### config.mk
export PLATFORM = sky130hd
export DESIGN_NAME = pipe_adder
export DESIGN_NICKNAME = d
export VERILOG_FILES = /design/src/rtl/pipe_adder.sv
export SDC_FILE = /design/constraint.sdc
export NUM_CORES = 1
export LEC_CHECK = 0
export CORE_UTILIZATION = 59
export CTS_CLUSTER_DIAMETER = 30
export CTS_CLUSTER_SIZE = 20
export DETAILED_ROUTE_END_ITERATION = 10
export PLACE_DENSITY = 0.92
export SLEW_MARGIN = 20
export SYNTH_ARGS = -nofsm -noshare
export SYNTH_HDL_FRONTEND = slang
export SYNTH_SLANG_ARGS = --single-unit
export TNS_END_PERCENT = 10
### constraint.sdc
create_clock -name clk -period 5.82 [get_ports clk]
set_input_delay 1.746 -clock clk [delete_from_list [all_inputs] [get_ports clk]]
set_output_delay 1.746 -clock clk [all_outputs]
set_load 0.02 [all_outputs]
### src/rtl/pipe_adder.sv
// Pipelined carry-chain adder/subtractor: each stage adds one CHUNK-bit slice and
// hands its carry, the partial sum and the untouched upper operand bits to the next stage.
module pipe_adder #(
  parameter int WIDTH = 16,
  parameter int CHUNK = 4
) (
  input  logic             clk,
  input  logic             rst_n,
  input  logic             in_valid,
  output logic             in_ready,
  input  logic [WIDTH-1:0] a,
  input  logic [WIDTH-1:0] b,
  input  logic             c_in,
  input  logic             sub,
  output logic             out_valid,
  input  logic             out_ready,
  output logic [WIDTH-1:0] s,
  output logic             c_out,
  output logic             ovf
);

  localparam int STAGES = WIDTH / CHUNK;
  localparam int LAST   = STAGES - 1;

  logic             stall_s;
  logic             advance_s;

  logic [WIDTH-1:0] a_r     [STAGES];
  logic [WIDTH-1:0] b_r     [STAGES];
  logic [WIDTH-1:0] sum_r   [STAGES];
  logic             carry_r [STAGES];
  logic             valid_r [STAGES];
  logic             ovf_r;

  logic [WIDTH-1:0] src_a_s   [STAGES];
  logic [WIDTH-1:0] src_b_s   [STAGES];
  logic [WIDTH-1:0] src_sum_s [STAGES];
  logic             src_c_s   [STAGES];
  logic             src_v_s   [STAGES];
  logic [WIDTH-1:0] nxt_sum_s [STAGES];
  logic [CHUNK:0]   chunk_s   [STAGES];
  logic             msb_cin_s;
  logic             ovf_nxt_s;

  // The whole pipeline freezes only when a finished result is refused downstream.
  assign stall_s   = valid_r[LAST] & ~out_ready;
  assign advance_s = ~stall_s;
  assign in_ready  = advance_s;

  // Stage sources, per-stage chunk adders and the signed-overflow term of the top chunk.
  always_comb begin
    src_a_s[0]   = a;
    src_b_s[0]   = sub ? ~b : b;
    src_c_s[0]   = sub ? 1'b1 : c_in;
    src_v_s[0]   = in_valid;
    src_sum_s[0] = '0;
    for (int k = 1; k < STAGES; k++) begin
      src_a_s[k]   = a_r[k-1];
      src_b_s[k]   = b_r[k-1];
      src_c_s[k]   = carry_r[k-1];
      src_v_s[k]   = valid_r[k-1];
      src_sum_s[k] = sum_r[k-1];
    end
    for (int k = 0; k < STAGES; k++) begin
      chunk_s[k] = {1'b0, src_a_s[k][k*CHUNK +: CHUNK]}
                 + {1'b0, src_b_s[k][k*CHUNK +: CHUNK]}
                 + {{CHUNK{1'b0}}, src_c_s[k]};
      nxt_sum_s[k] = src_sum_s[k];
      nxt_sum_s[k][k*CHUNK +: CHUNK] = chunk_s[k][CHUNK-1:0];
    end
    // The carry entering the MSB is recovered from the MSB sum bit and its two addends.
    msb_cin_s = src_a_s[LAST][WIDTH-1] ^ src_b_s[LAST][WIDTH-1] ^ nxt_sum_s[LAST][WIDTH-1];
    ovf_nxt_s = msb_cin_s ^ chunk_s[LAST][CHUNK];
  end

  // Stage registers: cleared asynchronously, advanced together, held while stalled.
  always_ff @(posedge clk or negedge rst_n) begin
    if (!rst_n) begin
      for (int k = 0; k < STAGES; k++) begin
        valid_r[k] <= 1'b0;
        carry_r[k] <= 1'b0;
        sum_r[k]   <= '0;
        a_r[k]     <= '0;
        b_r[k]     <= '0;
      end
      ovf_r <= 1'b0;
    end else if (advance_s) begin
      for (int k = 0; k < STAGES; k++) begin
        valid_r[k] <= src_v_s[k];
        carry_r[k] <= chunk_s[k][CHUNK];
        sum_r[k]   <= nxt_sum_s[k];
        a_r[k]     <= src_a_s[k];
        b_r[k]     <= src_b_s[k];
      end
      ovf_r <= ovf_nxt_s;
    end
  end

  assign out_valid = valid_r[LAST];
  assign s         = sum_r[LAST];
  assign c_out     = carry_r[LAST];
  assign ovf       = ovf_r;

endmodule

==> summary.txt, run 1 <==
crit end category: output pin
Synth-to-Final Area Change: 18.9%
most common cell after layout, fill and taps aside: nand2_1
Avg Vias per Cell: 5.07
Post-DRT Antenna Nets: 0
R2R depth: 6
CP Launch Type: input port
PwrDens: 535 nW/um^2
Setup CP Type: input port to output pin
Die Height: 87.1 um
multiplexer share of the synthesized area: 0
final hold violation count: 0
leakage: 2.54 nW
TritonCTS clock tree: built
synthesized area: 4280 um^2
Final Cell Area: 5090 um^2
vias in the first global route: 3014
Synth cell types: 22
cell count after synthesis: 450
setup TNS: 0 ns
core box area: 6910 um^2
Pint: 1.72 mW
Max Fclk: 0.213 GHz
pin count of the biggest net entering global routing: 109
combinational power share: 0.382
grt total ovfl: 0
Placer Congestion: 0.745
relative slew slack: 0.338
Starting DRT DRC Count: 211
Max-cap violations: 0
Hold Crit Class: flop to flop
Post-route DRC: 0
H-tree depth reported by CTS: 3
total inserted antenna cells: 0
chip width: 87.1 um
synth top area cells: dfrtp_1 57%, nand2_1 20%, fa_1 3.7%, ha_1 3.5%, xnor2_1 3.3%
Worst R2R Setup Slack: 3.72 ns
area fraction in compound gates after synthesis: 0.0573
actual slew at the worst max-slew pin: 0.993 ns
top-area cell type share of the netlist area: 0.568
final WL: 8120 um
Critical Path RT: 4.07 ns
sw frac: 0.369
GRT Util Overall: 0.247
1st-pass router iterations: 4
final setup fails: 0
full die area: 7590 um^2
I/O Buffers: 57
syn avg cell area: 9.50 um^2
initial antenna violation count: 0
PostCTS Resize Cnt: 0
Mapped Nets: 508
Yosys top cell by area: dfrtp_1
clock sink count: 97
Synth Area in XOR/XNOR: 0.0492
Reg-to-Reg Start: a_r[28]$_DFFE_PN0N_
Setup Skew: 0.0133 ns
Final period util: 0.806
Seq pwr share: 0.423
hold path endpoint: out_valid$_DFFE_PN0N_
Initial Utilization: 0.619
share of cells above drive strength 1: 0.0496
placed cell areas: 4840 um^2
IO Count: 58
Post-Synth Simple-Gate Area: 0.211
fin crit period: 4.69 ns
clock power share: 0.194
first-pass GRT wire length: 14000 um
origin of the worst min-delay path: src_v_s[0]$_DFFE_PN0N_
FP Rows: 30
Psw: 1.00 mW
Yosys reg bits: 97
Final #Nets: 557
max-slew violation count: 0
largest family of logic cells by synthesized area: simple AND/OR/NAND/NOR gates
WL/cell: 13.5 um
CTS buffer count: 9
DR vias: 3042
hold_buf cts: 0
clock root buffer: clkbuf_8
status: completed
detailed placement HPWL: 5240 um
post-synthesis adder-cell area fraction: 0.0726
Max FO, Critical Path: 2
final hold slack: 0.463 ns
RSZ-0062 raised after global routing: false
Clk pin slew, worst setup/hold paths: 0.08 ns
Worst-Skew Late Latency: 0.36 ns
most frequent cells in the layout: 226 x nand2_1, 97 x dfrtp_1, 56 x clkdlybuf4s50_1, 22 x o21ai_0, 16 x xnor2_1
Seq/Total Area, Yosys: 0.568
Hold Path Cell Cnt: 1
Ys Warns: 0
Post-CTS Setup Inserts: 0
maximum vdd ir drop: 222 uV
Arr. time, crit path: 2.95 ns
Worst R2R End: ovf$_DFFE_PN0N_
clock tree buffer depth: 2
## worst max-delay path, stage by stage
cell and delay (ns):
clkdlybuf4s50_1 0.51, nor2b_4 0.05, inv_2 0.05, clkdlybuf4s50_1 0.59
## cell usage after synthesis
library cell / instances
or2_2: 1
nand2_1: 226
inv_1: 4
dfrtp_1: 97
clkbuf_1: 3
fa_1: 8
nand2b_1: 1
nor2b_1: 1
nor2b_2: 1
a21o_1: 7
o21ai_1: 2
xor2_1: 8
nor2_1: 7
ha_1: 12
buf_6: 7
o21ai_0: 22
a21oi_2: 2
buf_4: 3
inv_2: 1
buf_2: 10
a21oi_1: 11
xnor2_1: 16
## layer usage
layer,vias to the layer above,share of wire,GRT usage
li1,1492,-,-
met1,1448,0.42,0.303
met2,81,0.52,0.424
met3,21,0.037,0.0445
met4,0,0.027,0.124
met5,-,0,0
## registers in the layout, summed over array words and instances (netlist names)
register,flops
a_r,24
b_r,24
nxt_sum_s,24
s,16
carry_r,3
src_v_s,3
c_out,1
out_valid,1
ovf,1
## cells by family (layout without fill, tap and decap cells)
| logic type | count (synthesis) | count (layout) |
|---|---|---|
| and+or+nand+nor | 237 | 237 |
| xor gates and xnor gates | 24 | 24 |
| DFF | 97 | 97 |
| AOI/OAI and AO/OA | 44 | 44 |
| adders and majority gates | 20 | 20 |
| buffers and inverters | 28 | 82 |
## power by group through the flow
stage	registers (mW)	clock network, mW	logic, mW
after floorplan	1.20	0	0.645
after global placement	1.14	0	0.944
after detailed placement	1.16	0	1.02
after CTS	1.15	0.532	1.05
after global routing	1.18	0.562	1.17
final	1.15	0.529	1.04
## worst max-delay path by stage
stage          depth (start not counted)  slack (ns)       from        to
3_5_place_dp                           4        1.13  out_ready  in_ready
4_1_cts                                4        1.12  out_ready  in_ready
6_report                               4        1.13  out_ready  in_ready
5_1_grt                                4        1.10  out_ready  in_ready
2_1_floorplan                          4        1.88  out_ready  in_ready
3_3_place_gp                           4        1.12  out_ready  in_ready
## layout make-up
class | count | area, um^2
flip-flops and latches | 97 | 2430
fillers | 489 | 1820
multi-input cells | 325 | 1670
repair buffers | 61 | 598
clock buffers | 11 | 141
well taps | 96 | 120
clock inverters | 5 | 108
inverters | 5 | 18.8
## stage by stage
| stage | setup slack [ns] | power [mW] | cells | utilization |
|---|---|---|---|---|
| floorplan | 1.88 | 1.84 | 450 | - |
| global placement | 1.12 | 2.08 | 584 | 0.700 |
| detailed placement | 1.13 | 2.18 | 584 | 0.700 |
| CTS | 1.12 | 2.73 | 600 | 0.736 |
| global route | 1.10 | 2.92 | 600 | 0.736 |
| finish | 1.13 | 2.72 | 600 | 0.736 |
Power figures use the tool's default switching activity.
==> run 2, diff against run 1 <==
--- a/config.mk
+++ b/config.mk
@@ -5,11 +5,11 @@
 export SDC_FILE = /design/constraint.sdc
 export NUM_CORES = 1
 export LEC_CHECK = 0
-export CORE_UTILIZATION = 59
+export CORE_UTILIZATION = 55
 export CTS_CLUSTER_DIAMETER = 30
 export CTS_CLUSTER_SIZE = 20
 export DETAILED_ROUTE_END_ITERATION = 10
-export PLACE_DENSITY = 0.92
+export PLACE_DENSITY = 0.87
 export SLEW_MARGIN = 20
 export SYNTH_ARGS = -nofsm -noshare
 export SYNTH_HDL_FRONTEND = slang
==> constraint.sdc (replaced) <==
create_clock -name clk -period 4.76 [get_ports clk]
set_input_delay 1.428 -clock clk [delete_from_list [all_inputs] [get_ports clk]]
set_output_delay 1.428 -clock clk [all_outputs]
set_load 0.02 [all_outputs]
==> run 2 against run 1 <==
Compared with the run above:
- flip-flop and latch count is the same
- clock skew shrank 0.0020 ns
- first-iteration DRC count decreased by 11%
- non-clock buffer count stayed put
- critical path depth is the same
- via count down 3.1%
- clock power increased by 5.1%
- final cell count up 0.50%
- wire length fell by 13%
- design area fell by 0.66%
- sequential share of layout area increased by 0.32 points
==> summary.txt, run 2 (synthesis results as in run 1) <==
Setup Skew: 0.0113 ns (was 0.0133 ns)
pin count of the biggest net entering global routing: 109 (unchanged)
chip width: 90.2 um (was 87.1 um)
Reg-to-Reg Start: a_r[28]$_DFFE_PN0N_ (unchanged)
RSZ-0062 raised after global routing: false (unchanged)
sw frac: 0.370 (was 0.369)
fin crit period: 4.07 ns
clock sink count: 97 (unchanged)
FP Rows: 31 (was 30)
detailed placement HPWL: 4750 um (was 5240 um)
Critical Path RT: 3.33 ns (was 4.07 ns)
Post-route DRC: 0 (unchanged)
Final #Nets: 557 (unchanged)
placed cell areas: 4840 um^2 (about the same)
H-tree depth reported by CTS: 3 (unchanged)
Setup CP Type: input port to output pin (unchanged)
PwrDens: 625 nW/um^2 (was 535 nW/um^2)
Worst-Skew Late Latency: 0.37 ns (was 0.36 ns)
1st-pass router iterations: 5 (was 4)
crit end category: output pin (unchanged)
Synth-to-Final Area Change: 18.1% (was 18.9%)
max-slew violation count: 0 (unchanged)
actual slew at the worst max-slew pin: 0.973 ns (was 0.993 ns)
TritonCTS clock tree: built (unchanged)
Initial Utilization: 0.580 (was 0.619)
most frequent cells in the layout: 226 x nand2_1, 97 x dfrtp_1, 56 x clkdlybuf4s50_1, 22 x o21ai_0, 16 x xnor2_1 (unchanged)
CTS buffer count: 9 (unchanged)
I/O Buffers: 57 (unchanged)
Psw: 1.17 mW (was 1.00 mW)
core box area: 7370 um^2 (was 6910 um^2)
DR vias: 2949 (was 3042)
Clk pin slew, worst setup/hold paths: 0.10 ns (was 0.08 ns)
final setup fails: 0 (unchanged)
fin util: 0.686 (was 0.736)
grt total ovfl: 0 (unchanged)
final WL: 7050 um (was 8120 um)
Avg Vias per Cell: 4.89 (was 5.07)
full die area: 8130 um^2 (was 7590 um^2)
Placer Congestion: 0.745 (about the same)
Seq pwr share: 0.441 (was 0.423)
hold_buf cts: 0 (unchanged)
Post-CTS Setup Inserts: 0 (unchanged)
final hold violation count: 0 (unchanged)
clock power share: 0.176 (was 0.194)
Pint: 1.99 mW (was 1.72 mW)
initial antenna violation count: 0 (unchanged)
Arr. time, crit path: 2.64 ns (was 2.95 ns)
PostCTS Resize Cnt: 0 (unchanged)
most common cell after layout, fill and taps aside: nand2_1 (unchanged)
vias in the first global route: 2941 (was 3014)
power consumption: 3.16 mW (was 2.72 mW)
Final period util: 0.854
clock tree buffer depth: 2 (unchanged)
CP Launch Point: out_ready (unchanged)
GRT Util Overall: 0.199 (was 0.247)
share of cells above drive strength 1: 0.0516 (was 0.0496)
setup TNS: 0 ns (unchanged)
WL/cell: 11.7 um (was 13.5 um)
origin of the worst min-delay path: b_r[61]$_DFFE_PN0N_ (was src_v_s[0]$_DFFE_PN0N_)
Max-cap violations: 0 (unchanged)
combinational power share: 0.383 (was 0.382)
relative slew slack: 0.352 (was 0.338)
CP Launch Type: input port (unchanged)
Final Cell Area: 5050 um^2 (was 5090 um^2)
leakage: 2.52 nW (was 2.54 nW)
Starting DRT DRC Count: 187 (was 211)
maximum vdd ir drop: 218 uV (was 222 uV)
Max Fclk: 0.246 GHz
Max FO, Critical Path: 2 (unchanged)
IO Count: 58 (unchanged)
clock root buffer: clkbuf_8 (unchanged)
Die Height: 90.2 um (was 87.1 um)
Filler Cells Inserted: 559 (was 489)
first-pass GRT wire length: 13000 um (was 14000 um)
Hold Crit Class: flop to flop (unchanged)
Post-DRT Antenna Nets: 0 (unchanged)
status: completed (unchanged)
total inserted antenna cells: 0 (unchanged)
-- run 2: cell types whose count changed in the layout (fill, tap and decap cells not counted), sizes merged --
cell / before / now
clkinv: 0 / 2
clkbuf: 11 / 10
bufinv: 3 / 1
inv: 7 / 8
-- run 2: worst max-delay path, stage by stage --
cell and delay [ns]:
clkdlybuf4s50_1 0.51, nor2b_4 0.05, inv_2 0.05, clkdlybuf4s50_1 0.60
-- run 2: cell type report --
class                           instances  area [um^2]  area share
Multi-Input combinational cell        325         1670       0.331
Sequential cell                        97         2430       0.480
Clock inverter                          6         73.8      0.0146
Tap cell                               99          124      0.0245
Inverter                                5         18.8     0.00371
Timing Repair Buffer                   61          598       0.118
Clock buffer                           10          138      0.0272
-- run 2: per-layer routing --
layer | part of all wire | up-vias | track usage | wire [um]
met5 | 0 | - | 0 | 0
met4 | 0.018 | 0 | 0.0887 | 127
met3 | 0.040 | 11 | 0.0406 | 283
met2 | 0.48 | 64 | 0.325 | 3360
met1 | 0.47 | 1378 | 0.259 | 3280
li1 | - | 1496 | - | -
-- run 2: path summary, 6_finish.rpt --
kind,slack (ns),end,cells after the start
worst max register to register,2.69,ovf$_DFFE_PN0N_,6
max in group asynchronous,2.73,src_v_s[1]$_DFFE_PN0N_,2
min in group asynchronous,1.19,a_r[54]$_DFFE_PN0N_,1
worst max-delay path,0.69,in_ready,4
worst min register to register,0.46,b_r[45]$_DFFE_PN0N_,2
worst min-delay path,0.46,b_r[45]$_DFFE_PN0N_,2
-- run 2: stage by stage --
stage | worst slack, ns | std cells | hold WS, ns
after floorplan | 1.45 | 450 | 0.430
after global placement | 0.692 | 587 | 0.441
after detailed placement | 0.695 | 587 | 0.455
after CTS | 0.678 | 603 | 0.468
after global routing | 0.661 | 603 | 0.487
final | 0.694 | 603 | 0.464
-- run 2: power by group through the flow --
stage | clock network [mW] | registers, mW | logic [mW]
CTS | 0.568 | 1.40 | 1.22
detailed placement | 0 | 1.41 | 1.22
global route | 0.602 | 1.44 | 1.37
floorplan | 0 | 1.46 | 0.789
finish | 0.556 | 1.39 | 1.21
global placement | 0 | 1.40 | 1.16
==> run 3, diff against run 2 <==
==> constraint.sdc (replaced) <==
create_clock -name clk -period 4.6 [get_ports clk]
set_input_delay 1.38 -clock clk [delete_from_list [all_inputs] [get_ports clk]]
set_output_delay 1.38 -clock clk [all_outputs]
set_load 0.02 [all_outputs]
==> run 3 against run 2 <==
Compared with the run above:
- global-route usage shrank 0.20 points
- non-clock buffer count is the same
- register-to-register slack lost 0.15 ns
- total power grew 2.2%
- sequential power grew 4%
- die area is the same
==> summary.txt, run 3 (synthesis results as in run 1) <==
status: completed (unchanged)
RSZ-0062 raised after global routing: false (unchanged)
origin of the worst min-delay path: s[11]$_DFFE_PN0N_ (was b_r[61]$_DFFE_PN0N_)
placed cell areas: 4840 um^2 (unchanged)
vias in the first global route: 2855 (was 2941)
Setup CP Type: input port to output pin (unchanged)
Critical Path RT: 3.22 ns (was 3.33 ns)
final WL: 7050 um (about the same)
Hold Crit Class: flop to flop (unchanged)
final hold violation count: 0 (unchanged)
actual slew at the worst max-slew pin: 0.972 ns (was 0.973 ns)
setup TNS: 0 ns (unchanged)
dpl ws: 0.629 ns (was 0.695 ns)
setup ws final: 0.635 ns (was 0.694 ns)
detailed placement HPWL: 4700 um (was 4750 um)
Initial Utilization: 0.580 (unchanged)
Post-DRT Antenna Nets: 0 (unchanged)
final hold slack: 0.470 ns (was 0.464 ns)
Starting DRT DRC Count: 224 (was 187)
I/O Buffers: 57 (unchanged)
sw frac: 0.377 (was 0.370)
power consumption: 3.23 mW (was 3.16 mW)
clock sink count: 97 (unchanged)
Post-route DRC: 0 (unchanged)
Setup Skew: 0.00800 ns (was 0.0113 ns)
CP dominant cell by count: clkdlybuf4s50_1 (unchanged)
largest stage delay on the critical path: 0.60 ns (about the same)
first-pass GRT wire length: 12700 um (was 13000 um)
WL met2: 3320 um (was 3360 um)
leakage: 2.51 nW (was 2.52 nW)
Final period util: 0.862
clock tree buffer depth: 2 (unchanged)
H-tree depth reported by CTS: 3 (unchanged)
Placer Congestion: 0.763 (was 0.745)
Post-CTS Setup Inserts: 0 (unchanged)
full die area: 8130 um^2 (unchanged)
PostCTS Resize Cnt: 0 (unchanged)
fin crit period: 3.96 ns
Final Cell Area: 5030 um^2 (was 5050 um^2)
critical path buffer and inverter count: 3 (unchanged)
Synth-to-Final Area Change: 17.7% (was 18.1%)
clock root buffer: clkbuf_8 (unchanged)
Max Fclk: 0.252 GHz
pin count of the biggest net entering global routing: 109 (unchanged)
final cell count without fillers: 603 (unchanged)
delay-heaviest family, CP: buffers and inverters (unchanged)
initial antenna violation count: 0 (unchanged)
Seq. cell area: 2430 um^2 (unchanged)
hold_buf cts: 0 (unchanged)
Psw: 1.22 mW (was 1.17 mW)
chip width: 90.2 um (unchanged)
CP Launch Type: input port (unchanged)
FP Rows: 31 (unchanged)
most common cell after layout, fill and taps aside: nand2_1 (unchanged)
WL met3: 248 um (was 283 um)
Die Height: 90.2 um (unchanged)
crit end category: output pin (unchanged)
Filler Cells Inserted: 559 (unchanged)
Inst Count DP: 587 (unchanged)
most frequent cells in the layout: 226 x nand2_1, 97 x dfrtp_1, 56 x clkdlybuf4s50_1, 22 x o21ai_0, 16 x xnor2_1 (unchanged)
clock power share: 0.166 (was 0.176)
Arr. time, crit path: 2.58 ns (was 2.64 ns)
multi-input combinational cell area: 1670 um^2 (unchanged)
IO Count: 58 (unchanged)
max-slew violation count: 0 (unchanged)
core box area: 7370 um^2 (unchanged)
Seq pwr share: 0.448 (was 0.441)
TritonCTS clock tree: built (unchanged)
metal1 wirelength: 3330 um (was 3280 um)
fin util: 0.683 (was 0.686)
combinational power share: 0.386 (was 0.383)
Highest Signal Layer: met4 (unchanged)
grt total ovfl: 0 (unchanged)
Max FO, Critical Path: 2 (unchanged)
final setup fails: 0 (unchanged)
Max-cap violations: 0 (unchanged)
GRT Util Overall: 0.197 (was 0.199)
Worst-Skew Late Latency: 0.37 ns (about the same)
CTS buffer count: 9 (unchanged)
DR vias: 2937 (was 2949)
WL/cell: 11.7 um (about the same)
maximum vdd ir drop: 231 uV (was 218 uV)
PwrDens: 641 nW/um^2 (was 625 nW/um^2)
Clk pin slew, worst setup/hold paths: 0.09 ns (was 0.10 ns)
1st-pass router iterations: 4 (was 5)
CP Launch Point: out_ready (unchanged)
Final #Nets: 557 (unchanged)
slowest CP cell: clkdlybuf4s50_1 (unchanged)
Pint: 2.01 mW (was 1.99 mW)
share of cells above drive strength 1: 0.0516 (unchanged)
Hold Path Cell Cnt: 2 (unchanged)
R2R depth: 6 (unchanged)
Avg Vias per Cell: 4.87 (was 4.89)
WP depth: 4 (unchanged)
total inserted antenna cells: 0 (unchanged)
relative slew slack: 0.352 (about the same)
Reg-to-Reg Start: a_r[28]$_DFFE_PN0N_ (unchanged)
critical path, cell by cell: clkdlybuf4s50_1 > nor2b_4 > inv_2 > clkdlybuf4s50_1 (unchanged)
## run 3: cell count changes in the layout (fill, tap and decap cells not counted), sizes merged
cell	previous run	this run
bufinv	1	0
inv	8	10
clkinv	2	1
## run 3: worst paths after layout
check / slack, ns / to
max in group asynchronous: 2.63 / b_r[59]$_DFFE_PN0N_
max: 0.64 / in_ready
min: 0.47 / s[11]$_DFFE_PN0N_
max reg2reg: 2.54 / ovf$_DFFE_PN0N_
min in group asynchronous: 1.12 / a_r[54]$_DFFE_PN0N_
min reg2reg: 0.47 / s[11]$_DFFE_PN0N_
## run 3: worst min-delay path, cell delays in order (launching register included)
cell	delay, ns
dfrtp_1	0.35
nand2_1	0.05
nand2_1	0.05
## run 3: layout make-up
type	count	share of cell area
clock inverter	6	0.0109
inverter	5	0.00373
clock buffer	10	0.0273
multi-input combinational	325	0.332
timing repair buffer	61	0.119
tap	99	0.0246
sequential	97	0.482
## run 3: metal layers
metal | vias up | global-route usage
met4 | 0 | 0.0968
met1 | 1377 | 0.262
met3 | 12 | 0.0440
li1 | 1493 | -
met5 | - | 0
met2 | 55 | 0.310
## run 3: power groups by stage
stage          registers [mW]  logic, mW  clock network (mW)
4_1_cts                  1.45       1.27               0.548
3_3_place_gp             1.44       1.19                   0
3_5_place_dp             1.46       1.26                   0
5_1_grt                  1.50       1.42               0.582
6_report                 1.45       1.25               0.534
2_1_floorplan            1.52      0.816                   0
